===== src/rtl/instr_fetch_unit.sv =====
// ---------------------------------------------------------------------------
// instr_fetch_unit
//   Instruction-fetch stage. Owns the program counter, presents it to the
//   instruction memory (combinational read) and captures the returned word
//   into the IF/ID pipeline register. Honours stall, flush and taken-branch
//   redirect coming from later stages.
//
// Parameters:
//   RESET_PC   PC loaded on reset
//   PC_STEP    sequential PC increment in bytes
//   NOP_INSTR  word inserted into IF/ID on a bubble
//
// Ports:
//   clk            rising-edge clock
//   reset          asynchronous, active-high reset
//   stall          hold PC and IF/ID
//   flush          squash IF/ID (insert bubble)
//   branch_taken   redirect fetch to branch_target (also squashes IF/ID)
//   branch_target  redirect address; low two bits are ignored
//   Instruction    word read from instruction memory at PC
//   PC             fetch address (pure register output)
//   IF_ID_Instr    registered instruction for decode
//   IF_ID_PC4      registered PC+PC_STEP of that instruction
//   IF_ID_valid    IF_ID_Instr holds a real fetched instruction
//
// Optional feature (macro FETCH_PERF_CNT_EN):
//   fetch_count    number of edges on which IF/ID loaded a valid word
//   stall_count    number of edges stalled with no flush/branch pending
// ---------------------------------------------------------------------------
module instr_fetch_unit #(
   parameter logic [31:0] RESET_PC  = 32'h0000_0000,
   parameter int unsigned PC_STEP   = 4,
   parameter logic [31:0] NOP_INSTR = 32'h0000_0000
) (
   input  logic        clk,
   input  logic        reset,
   input  logic        stall,
   input  logic        flush,
   input  logic        branch_taken,
   input  logic [31:0] branch_target,
   input  logic [31:0] Instruction,
   output logic [31:0] PC,
   output logic [31:0] IF_ID_Instr,
   output logic [31:0] IF_ID_PC4,
   output logic        IF_ID_valid
`ifdef FETCH_PERF_CNT_EN
   ,
   output logic [31:0] fetch_count,
   output logic [31:0] stall_count
`endif
);

   localparam logic [31:0] STEP = 32'(PC_STEP);

   logic [31:0] pc_seq;
   logic        bubble;
   logic        load;

   // Sequential PC wraps naturally modulo 2^32.
   assign pc_seq = PC + STEP;
   // A taken branch squashes the wrong-path word already fetched.
   assign bubble = flush | branch_taken;
   assign load   = ~bubble & ~stall;

   always_ff @(posedge clk or posedge reset) begin
      if (reset) begin
         PC <= RESET_PC;
      end else if (branch_taken) begin
         // Redirect beats stall so a resolved branch is never dropped.
         PC <= {branch_target[31:2], 2'b00};
      end else if (!stall) begin
         PC <= pc_seq;
      end
   end

   always_ff @(posedge clk or posedge reset) begin
      if (reset) begin
         IF_ID_Instr <= NOP_INSTR;
         IF_ID_PC4   <= '0;
         IF_ID_valid <= 1'b0;
      end else if (bubble) begin
         IF_ID_Instr <= NOP_INSTR;
         IF_ID_PC4   <= '0;
         IF_ID_valid <= 1'b0;
      end else if (load) begin
         IF_ID_Instr <= Instruction;
         IF_ID_PC4   <= pc_seq;
         IF_ID_valid <= 1'b1;
      end
   end

`ifdef FETCH_PERF_CNT_EN
   always_ff @(posedge clk or posedge reset) begin
      if (reset) begin
         fetch_count <= '0;
         stall_count <= '0;
      end else begin
         if (load)
            fetch_count <= fetch_count + 32'd1;
         if (stall && !bubble)
            stall_count <= stall_count + 32'd1;
      end
   end
`endif

endmodule


===== config.mk =====
export PLATFORM = sky130hd
export DESIGN_NAME = instr_fetch_unit
export DESIGN_NICKNAME = d
export VERILOG_FILES = /design/src/rtl/instr_fetch_unit.sv
export SDC_FILE = /design/constraint.sdc
export NUM_CORES = 1
export LEC_CHECK = 0
export BUFFER_PORTS_ARGS = -buffer_cell sky130_fd_sc_hd__buf_4
export CAP_MARGIN = 20
export CORE_MARGIN = 4
export CORE_UTILIZATION = 54
export DETAILED_ROUTE_END_ITERATION = 6
export GPL_TIMING_DRIVEN = 0
export PLACE_DENSITY_LB_ADDON = 0.08
export SETUP_SLACK_MARGIN = 0.05
export SYNTH_ARGS = -nofsm -noshare
export SYNTH_HDL_FRONTEND = slang
export SYNTH_SLANG_ARGS = --single-unit

===== constraint.sdc =====
create_clock -name clk -period 9.7 [get_ports clk]
set_clock_uncertainty 0.2 [all_clocks]
set_input_delay 1.94 -clock clk [delete_from_list [all_inputs] [get_ports clk]]
set_output_delay 1.94 -clock clk [all_outputs]
set_load 0.005 [all_outputs]

# == Yosys cells after proc, flatten, opt, wreduce, memory -nomap -nowiden ==
# Index checks and enable logic that the tools add are counted.
# classes
n_addsub,1
muxes,8
eq_ne,1
reduce_logical,1
bitwise,4
# op_table
cell,n
$mux 32,6
$add 32x3->32 const B,1
$mux 1,2
$ne 2x1->1 const B,1
$not 1->1,2
$reduce_bool 2->1,1
$and 1x1->1,1
$or 1x1->1,1
# totals
in_bits,69
out_inout_bits,97
register_bits,97

# == Longest topological paths before layout ==
# Gate-level depths: netlist (run 1).
# logic_depth
depth_word,5
ltp_mapped,8
depth_no_buf,5

# == Worst setup path after synthesis (run 1) ==
# OpenSTA, ideal clock, no wires.
# synth_timing
path_type,input -> register
start,input stall
end,register PC[30]
path_stages,4
slack_ns,6.179
t_required_ns,9.418
setup_time_ns,0.082
t_arrival_ns,3.239
cell_sequence,nand4b_1 or4_1 or4_1 a31oi_1
# synth_via
elab_chain_cells,1
# synth_lines
item,line,text
start: declaration,37,"input logic stall,"
$ne 2x1->1 (no source line),n/a,
end signal: assignment,70,"PC <= {branch_target[31:2], 2'b00};"
end signal: assignment,72,PC <= pc_seq;
end: declaration,42,"output logic [31:0] PC,"
# No other way between the ends.
# A chain may end at the register's enable or synchronous reset.

# == Worst setup path after layout (run 1) ==
# layout_timing
start,input stall
end,register IF_ID_Instr[10]
# layout_via
elab_chain_cells,3
# layout_lines
item,line,text
$not 1->1,63,assign load = ~bubble & ~stall;
$and 1x1->1,63,
$reduce_bool 2->1 (no source line),n/a,
end signal: assignment,86,IF_ID_Instr <= Instruction;
end: declaration,43,"output logic [31:0] IF_ID_Instr,"
# No other way between the ends.

==> results of run 1 <==
==> cell families after synthesis <==
kind of cell | share of synthesized area
fa+ha+maj | 0.00265
simple gates | 0.195
other cells | 0.000794
flops | 0.493
compound gates | 0.151
buf+inv | 0.0466
mux | 0.0721
xor+xnor | 0.0390
==> per-stage QoR <==
| step | std cells | hold slack [ps] | setup WS [ps] |
|---|---|---|---|
| after floorplan | 493 | 304 | 5140 |
| after CTS | 774 | 336 | 5880 |
| after detailed placement | 758 | 313 | 5470 |
| final | 774 | 332 | 5870 |
| after global placement | 757 | 297 | 4070 |
| after global routing | 774 | 357 | 5730 |
==> worst register-to-register path, delay by kind of cell, from the launching register on <==
kind,cells,cell delay (ps)
AND/OR/NAND/NOR,2,840
buffers and inverters,3,800
AO/OA/AOI/OAI,2,470
flip-flops,1,370
==> worst paths after layout <==
path | startpoint | to | depth (start not counted)
max | stall | IF_ID_Instr[10] | 6
min | IF_ID_PC4[6] | IF_ID_PC4[6] | 2
max reg2reg | PC[5] | PC[31] | 7
min reg2reg | IF_ID_PC4[6] | IF_ID_PC4[6] | 2
max in group asynchronous | reset | IF_ID_PC4[12] | 3
min in group asynchronous | reset | IF_ID_Instr[20] | 2
==> sequential cells by signal, indices dropped and copies added (netlist names) <==
register	cells
IF_ID_valid	1
IF_ID_Instr	32
PC	30
IF_ID_PC4	30
==> final cells by class <==
| cell class | instances | area share |
|---|---|---|
| plain buffers | 44 | 0.0315 |
| clock buffers | 9 | 0.0197 |
| clock inverters | 7 | 0.0108 |
| inverters | 6 | 0.00398 |
| multi-input cells | 350 | 0.348 |
| flip-flops and latches | 93 | 0.371 |
| well taps | 105 | 0.0209 |
| repair buffers | 160 | 0.194 |
==> routing by layer <==
metal,up-vias,share of wire,routed length (µm),global-route usage
li1,2143,-,-,-
met1,2158,0.40,5610,0.372
met2,279,0.49,6920,0.452
met3,24,0.10,1420,0.0461
met4,0,0.013,187,0.0828
met5,-,0,0,0
==> where the power goes <==
| part | internal [W] | switching [W] | leakage, nW |
|---|---|---|---|
| combinational | 0.0000774 | 0.0000776 | 1.56 |
| sequential | 0.000409 | 0.0000276 | 1.21 |
| clock | 0.0000996 | 0.000153 | 0.0989 |
| total | 0.000586 | 0.000258 | 2.87 |
==> cell usage in the layout, fill, tap and decap left out, drive strengths merged, types with 3 or more instances in the layout <==
cell,netlist,final
nand2,27,27
or3,10,10
or4,23,23
conb,1,4
xnor2,18,18
nor3,9,9
buf,11,171
o31a,3,3
mux2i,34,34
clkinv,1,5
nor4,8,8
o31ai,19,19
nand3,11,11
nand4b,3,3
clkbuf,33,42
o21ai,44,44
a31oi,27,27
xor2,3,3
nand4,7,7
dfrtp,93,93
nor2,59,59
and4,4,4
a21oi,13,13
inv,5,8
==> flow_metrics.env, run 1 <==
export IMPL_port_buffers=159
export IMPL_synth_top_cell_by_area="dfrtp_1"
export IMPL_synth_flop_cell="dfrtp_1"
export IMPL_drc=0
export IMPL_status="finished clean"
export IMPL_synth_most_common_cell="dfrtp_1"
export IMPL_clock_latency_ps=360
export IMPL_multi_input_area_um2=2190
export IMPL_final_fill_count=619
export IMPL_hp_class="reg2reg"
export IMPL_critPathLaunchType="input port"
export IMPL_antenna_found_initial=0
export IMPL_cts_hold_fix_buffers=0
export IMPL_arrival_ps=3880
export IMPL_worst_path_most_repeated_cell="clkbuf_1"
export IMPL_cts_made_buffers=9
export IMPL_total_power_w=0.000844
export IMPL_tns_ps=0
export IMPL_drt_pass1_iterations=5
export IMPL_via_per_inst=5.95
export IMPL_area_delta_synth_final_pct=33.0
export IMPL_core_um2=8340
export IMPL_grt_overflow=0
export IMPL_postCtsSetupBuffers=0
export IMPL_slowest_stage="clkbuf_1"
export IMPL_cts_tree="built"
export IMPL_maxCapViolCount=0
export IMPL_final_nets=734
export IMPL_wl_per_cell_um=18.3
export IMPL_path_max_fanout=10
export IMPL_antennaDiodeCount=0
export IMPL_cts_sinks=93
export IMPL_synth_area_leaders="dfrtp_1 49%, mux2i_1 7.2%, nor2_1 4.7%"
export IMPL_cp_buffers_inverters=4
export IMPL_drt_wl_total_mm=14.1
export IMPL_grt_usage=0.274
export IMPL_yosysTopAreaCellShare=0.493
export IMPL_row_count=33
export IMPL_start_util=0.566
export IMPL_die_width_um=102
export IMPL_dpl_instance_area_um2=6090
export IMPL_ys_seq_area_frac=0.493
export IMPL_cp_top_family="buffers and inverters"
export IMPL_cts_resized=0
export IMPL_post_route_util=0.753
export IMPL_grt_pass1_wl_mm=22.1
export IMPL_die_h_um=102
export IMPL_peakVddDrop_mv=0.0780
export IMPL_synth_cell_types=45
export IMPL_rsz0062_at_grt="no"
export IMPL_synthArstFlopShare=1.00
export IMPL_min_period_ps=3830
export IMPL_grt_max_degree=55
export IMPL_synth_cell_area_um2=4720
export IMPL_root_buffer="clkbuf_8"
export IMPL_drt_iter0_markers=381
export IMPL_power_leakage_nw=2.87
export IMPL_fmax_ghz=0.261
export IMPL_ys_ff_latch=93
export IMPL_die_area_um2=10300
export IMPL_synth_avg_cell_area_um2=9.64
export IMPL_setup_viol=0
export IMPL_r2r_slack_ps=6870
export IMPL_seq_area_um2=2330
export IMPL_synth_edff_count=0
export IMPL_fin_area_um2=6280
export IMPL_ant_nets=0
export IMPL_ys_top_cells_by_count="93 x dfrtp_1, 59 x nor2_1, 44 x o21ai_0, 34 x mux2i_1, 32 x clkbuf_1"
export IMPL_cp_cell_sequence="buf_4 -> clkbuf_1 -> clkbuf_1 -> clkbuf_1 -> mux2i_1 -> nor2_1"
export IMPL_drv_slew=0
export IMPL_finalHoldViolCount=0
export IMPL_vias=4604
export IMPL_critical_path_max_stage_delay_ps=610
export IMPL_worst_pin_slew_ps=837
export IMPL_grt_pass1_vias=4355
export IMPL_synth_cells=490
export IMPL_worstSetupEndpointType="register"
export IMPL_dp_hpwl_mm=10.4
export IMPL_period_share=0.395
export IMPL_drive_gt1_frac=0.286
export IMPL_io_pins=166
export IMPL_yosysWarnings=0
export IMPL_cts_clk_slew_worst_paths_ps=110
export IMPL_gp_congestion=0.981
export IMPL_cts_buffer_depth=2
export IMPL_htreeDepth=3
export IMPL_slew_headroom=0.437
export IMPL_criticalPathCategory="in2reg"
export IMPL_powerDensity_nw_per_um2=134
export IMPL_cp_required_ps=9750
(Power assumes the default switching activity.)
==> run 2, diff against run 1 <==
--- a/config.mk
+++ b/config.mk
@@ -8,7 +8,7 @@
 export BUFFER_PORTS_ARGS = -buffer_cell sky130_fd_sc_hd__buf_4
 export CAP_MARGIN = 20
 export CORE_MARGIN = 4
-export CORE_UTILIZATION = 54
+export CORE_UTILIZATION = 45
 export DETAILED_ROUTE_END_ITERATION = 6
 export GPL_TIMING_DRIVEN = 0
 export PLACE_DENSITY_LB_ADDON = 0.08
==> constraint.sdc (replaced) <==
create_clock -name clk -period 3.5 [get_ports clk]
set_clock_uncertainty 0.2 [all_clocks]
set_input_delay 0.7 -clock clk [delete_from_list [all_inputs] [get_ports clk]]
set_output_delay 0.7 -clock clk [all_outputs]
set_load 0.005 [all_outputs]
==> run 2 against run 1 <==
Die area grew 18%. Utilization shrank 14 points. Via count grew 0.37%. Highest routed layer unchanged.
==> flow_metrics.env, run 2 (same netlist as run 1, synthesis figures left out) <==
export IMPL_status="finished clean"
export IMPL_antennaDiodeCount=0
export IMPL_internal_power_w=0.00165
export IMPL_antenna_found_initial=0
export IMPL_die_h_um=110
export IMPL_path_max_fanout=10
export IMPL_sw_frac_of_total=0.293
export IMPL_die_width_um=110
export IMPL_crit_end="IF_ID_PC4[24]"
export IMPL_seqPwrFrac=0.520
export IMPL_grt_overflow=0
export IMPL_clock_latency_ps=350
export IMPL_finalHoldViolCount=0
export IMPL_grt_pass1_vias=4570
export IMPL_power_switching_w=0.000682
export IMPL_root_buffer="clkbuf_8"
export IMPL_slowest_stage="or4_4"
export IMPL_min_period_ps=2810
export IMPL_r2r_slack_ps=690
export IMPL_ant_nets=0
export IMPL_largest_reg_flops=32
export IMPL_r2r_end="IF_ID_PC4[24]"
export IMPL_combPwrFrac=0.185
export IMPL_arrival_ps=2830
export IMPL_multi_input_area_um2=2190
export IMPL_fmax_ghz=0.355
export IMPL_grt_usage=0.237
export IMPL_setup_viol=0
export IMPL_vias=4621
export IMPL_dpl_instance_area_um2=6130
export IMPL_core_um2=10300
export IMPL_peakVddDrop_mv=0.194
export IMPL_cts_tree="built"
export IMPL_cts_made_buffers=9
export IMPL_drt_iter0_markers=292
export IMPL_drc=0
export IMPL_cp_cell_sequence="ha_1 -> nand3_4 -> or4_4 -> buf_6 -> buf_6 -> clkbuf_1 -> o31ai_1 -> a31oi_1"
export IMPL_area_delta_synth_final_pct=33.7
export IMPL_final_nets=734
export IMPL_hp_class="in2async"
export IMPL_grt_max_degree=69
export IMPL_critical_path_max_stage_delay_ps=570
export IMPL_drt_pass1_iterations=5
export IMPL_fin_area_um2=6310
export IMPL_cp_top_family="simple AND/OR/NAND/NOR gates"
export IMPL_cp_required_ps=3510
export IMPL_power_leakage_nw=2.86
export IMPL_powerDensity_nw_per_um2=369
export IMPL_cts_resized=0
export IMPL_cts_hold_fix_buffers=0
export IMPL_gp_congestion=0.878
export IMPL_cp_buffers_inverters=3
export IMPL_total_power_w=0.00233
export IMPL_critPathLaunchType="register"
export IMPL_rsz0062_at_grt="no"
export IMPL_top_register="IF_ID_Instr"
export IMPL_via_per_inst=5.75
export IMPL_seq_area_um2=2330
export IMPL_reg_largest_list="IF_ID_Instr x32, IF_ID_PC4 x30, PC x30"
export IMPL_drv_slew=0
export IMPL_io_pins=166
export IMPL_criticalPathCategory="reg2reg"
export IMPL_dp_hpwl_mm=10.7
export IMPL_die_area_um2=12200
export IMPL_cts_sinks=93
export IMPL_slew_headroom=0.343
export IMPL_row_count=37
export IMPL_path_depth=8
export IMPL_drive_gt1_frac=0.284
export IMPL_worst_path_most_repeated_cell="buf_6"
export IMPL_start_util=0.459
export IMPL_grt_pass1_wl_mm=23.8
export IMPL_htreeDepth=3
export IMPL_r2r_cells=8
export IMPL_maxCapViolCount=0
export IMPL_period_share=0.804
export IMPL_worstSetupEndpointType="register"
export IMPL_r2r_start="PC[2]"
export IMPL_tns_ps=0
export IMPL_final_common_cell="buf_4"
export IMPL_worst_pin_slew_ps=977
export IMPL_mostFrequentLayoutCells="163 x buf_4, 93 x dfrtp_1, 59 x nor2_1"
export IMPL_power_clock_fraction=0.296
export IMPL_cts_clk_slew_worst_paths_ps=100
export IMPL_cts_buffer_depth=2
export IMPL_drt_wl_total_mm=14.6
export IMPL_postCtsSetupBuffers=0
export IMPL_critPathLaunch="PC[2]"
export IMPL_port_buffers=159
export IMPL_wl_per_cell_um=18.2
export IMPL_final_fill_count=925
[run 2: power by group through the flow]
| stage | logic, W | clock network [W] | registers, W |
|---|---|---|---|
| finish | 0.000429 | 0.000688 | 0.00121 |
| global route | 0.000474 | 0.000757 | 0.00122 |
| CTS | 0.000433 | 0.000701 | 0.00121 |
| detailed placement | 0.000431 | 0 | 0.00123 |
| global placement | 0.000420 | 0 | 0.00122 |
| floorplan | 0.000207 | 0 | 0.00122 |
[run 2: layer usage]
metal | wire length (µm) | up-vias | part of all wire | track usage
li1 | - | 2150 | - | -
met1 | 6290 | 2248 | 0.43 | 0.324
met2 | 7110 | 194 | 0.49 | 0.386
met3 | 949 | 29 | 0.065 | 0.0416
met4 | 264 | 0 | 0.018 | 0.0731
met5 | 0 | - | 0 | 0
[run 2: metrics by stage]
stage | hold slack [ps] | util | cells | setup slack, ps
6_report | 124 | 0.614 | 804 | 687
5_1_grt | 136 | 0.614 | 804 | 571
4_1_cts | 120 | 0.614 | 804 | 727
3_5_place_dp | 306 | 0.596 | 789 | 447
3_3_place_gp | 299 | 0.593 | 788 | -994
2_1_floorplan | 304 | - | 493 | 180
[run 2: cell type report]
class,instances,area share
Inverter,6,0.00397
Buffer,44,0.0313
Timing Repair Buffer,160,0.193
Clock inverter,4,0.00515
Clock buffer,11,0.0240
Tap cell,136,0.0270
Sequential cell,93,0.369
Multi-Input combinational cell,350,0.346
[run 2: worst min path at each step]
stage	from	endpoint	slack, ps
2_1_floorplan	IF_ID_PC4[4]	IF_ID_PC4[4]	300
3_3_place_gp	IF_ID_PC4[2]	IF_ID_PC4[2]	300
3_5_place_dp	IF_ID_PC4[2]	IF_ID_PC4[2]	310
4_1_cts	reset	IF_ID_Instr[27]	120
5_1_grt	reset	IF_ID_Instr[20]	140
6_report	reset	IF_ID_Instr[20]	120
==> run 3, diff against run 2 <==
==> constraint.sdc (replaced) <==
create_clock -name clk -period 2.3 [get_ports clk]
set_clock_uncertainty 0.2 [all_clocks]
set_input_delay 0.46 -clock clk [delete_from_list [all_inputs] [get_ports clk]]
set_output_delay 0.46 -clock clk [all_outputs]
set_load 0.005 [all_outputs]
==> run 3 against run 2 <==
The flow now finishes with violations (setup timing). Critical path depth is 1 lower. Via count up 3.6%. Total power up 62%. First-iteration DRC count increased by 13%. Global-route usage increased by 0.41 points. Register-to-register slack worse by 740 ps. Non-clock buffer count increased by 36. Clock power is 64% higher. Sequential power is 53% higher. Sequential share of layout area fell by 3.6 points. Setup slack got worse by 740 ps. Hold slack got worse by 13 ps. Largest cell class is now multi-input gates.
==> flow_metrics.env, run 3 (same netlist as run 1, synthesis figures left out) <==
export IMPL_dpl_instance_area_um2=6170
export IMPL_maxCapViolCount=0
export IMPL_worst_pin_slew_ps=695
export IMPL_dp_hpwl_mm=10.6
export IMPL_critPathLaunchType="register"
export IMPL_top_register="IF_ID_Instr"
export IMPL_cts_clk_slew_worst_paths_ps=100
export IMPL_tns_ps=-63.4
export IMPL_period_share=1.02
export IMPL_min_period_ps=2350
export IMPL_grt_pass1_wl_mm=24.1
export IMPL_die_h_um=110
export IMPL_arrival_ps=2440
export IMPL_cts_tree="built"
export IMPL_area_delta_synth_final_pct=48.9
export IMPL_critical_path_max_stage_delay_ps=520
export IMPL_core_um2=10300
export IMPL_gr_max_usage_layer="met2"
export IMPL_multi_input_area_um2=2490
export IMPL_worstSetupEndpointType="register"
export IMPL_final_common_cell="buf_4"
export IMPL_cts_sinks=93
export IMPL_powerDensity_nw_per_um2=537
export IMPL_antennaDiodeCount=0
export IMPL_drt_iter0_markers=329
export IMPL_r2r_slack_ps=-50
export IMPL_whs_path_depth=3
export IMPL_port_buffers=159
export IMPL_vias=4787
export IMPL_status="finished, violations left"
export IMPL_gp_congestion=0.888
export IMPL_drt_pass1_iterations=5
export IMPL_cts_buffer_depth=2
export IMPL_slowest_stage="or4_1"
export IMPL_grt_pass1_vias=4650
export IMPL_row_count=37
export IMPL_largest_reg_flops=32
export IMPL_use_met3=0.0690
export IMPL_post_route_util=0.684
export IMPL_ant_nets=0
export IMPL_antenna_found_initial=0
export IMPL_root_buffer="clkbuf_8"
export IMPL_finalHoldViolCount=0
export IMPL_rsz0062_at_grt="yes"
export IMPL_hp_class="in2reg"
export IMPL_grt_max_degree=40
export IMPL_use_met1=0.313
export IMPL_via_per_inst=5.69
export IMPL_start_util=0.459
export IMPL_cts_made_buffers=9
export IMPL_drt_wl_total_mm=15.5
export IMPL_htreeDepth=3
export IMPL_met2_usage=0.387
export IMPL_io_pins=166
export IMPL_wl_per_cell_um=18.5
export IMPL_grt_overflow=0
export IMPL_mostFrequentLayoutCells="197 x buf_4, 83 x dfrtp_1, 59 x nor2_1"
export IMPL_r2r_start="PC[2]"
export IMPL_r2r_cells=7
export IMPL_power_leakage_nw=3.19
export IMPL_min_to="PC[7]"
export IMPL_grt_usage=0.241
export IMPL_fmax_ghz=0.425
export IMPL_fin_area_um2=7030
export IMPL_seq_area_um2=2340
export IMPL_final_fill_count=836
export IMPL_violations="setup timing"
export IMPL_setup_viol=2
export IMPL_die_area_um2=12200
export IMPL_die_width_um=110
export IMPL_clock_latency_ps=360
export IMPL_min_from="branch_target[7]"
export IMPL_drive_gt1_frac=0.414
export IMPL_criticalPathCategory="reg2reg"
export IMPL_drc=0
export IMPL_finalNonFillerCells=841
export IMPL_drv_slew=0
export IMPL_cp_cell_sequence="ha_4 -> nand3_4 -> or4_4 -> buf_6 -> buf_8 -> or4_1 -> a31oi_1"
export IMPL_setup_slack_ps=-51.6
export IMPL_placed_cells=790
export IMPL_cp_required_ps=2390
export IMPL_peakVddDrop_mv=0.306
export IMPL_slew_headroom=0.537
export IMPL_final_nets=770
export IMPL_path_max_fanout=8
export IMPL_r2r_end="PC[20]"
export IMPL_reg_largest_list="IF_ID_Instr x32, IF_ID_PC4 x30, PC x30"
==> run 3: repair_timing <==
item                       in CTS  in global routing
gates resized for setup        41                 60
gates cloned                    0                  1
hold buffers                    1                  0
pin swaps                      27                 27
buffers inserted               30                  6
setup endpoints to repair      69                 64
hold endpoints to repair       14                  0
==> run 3: worst max-delay path, delay by kind of cell (launching register included) <==
kind	cells	cell delay, ps
buffers and inverters	2	290
adders and majority gates	1	170
AOI/OAI and AO/OA	1	180
and+or+nand+nor	3	1010
DFF	1	440
==> run 3: report_power, final <==
part           switching, W  leakage (nW)  internal, W
registers          0.000122          1.20      0.00173
clock network      0.000590        0.0995     0.000536
logic              0.000385          1.89     0.000417
total               0.00110          3.19      0.00268
==> run 3: final cells by class <==
type | count | area share
tap | 136 | 0.0242
clock buffer | 11 | 0.0201
buffer | 41 | 0.0377
inverter | 6 | 0.00374
timing repair buffer | 199 | 0.219
multi-input combinational | 350 | 0.354
clock inverter | 5 | 0.00854
sequential | 93 | 0.333
==> run 3: through the flow <==
stage	hold WS [ps]	setup slack (ps)	total power, W
2_1_floorplan	304	-24.7	0.00217
3_3_place_gp	298	-369	0.00251
3_5_place_dp	317	-446	0.00253
4_1_cts	100	-58.8	0.00373
5_1_grt	109	-91.4	0.00396
6_report	111	-51.6	0.00378
==> run 3: worst max path at each step <==
stage	start	slack (ps)	endpoint	cells after the start
after global placement	stall	-370	IF_ID_Instr[2]	6
after detailed placement	stall	-450	IF_ID_Instr[14]	6
final	PC[2]	-50	PC[20]	7
after global routing	PC[3]	-90	PC[29]	6
after CTS	PC[2]	-60	PC[20]	7
after floorplan	PC[6]	-20	IF_ID_PC4[22]	6
==> run 3: per-layer routing <==
layer	part of all wire	vias to the layer above	routed length [µm]
met5	0	-	0
met4	0.023	0	353
met3	0.11	28	1650
met2	0.48	256	7400
met1	0.39	2288	6140
li1	-	2215	-
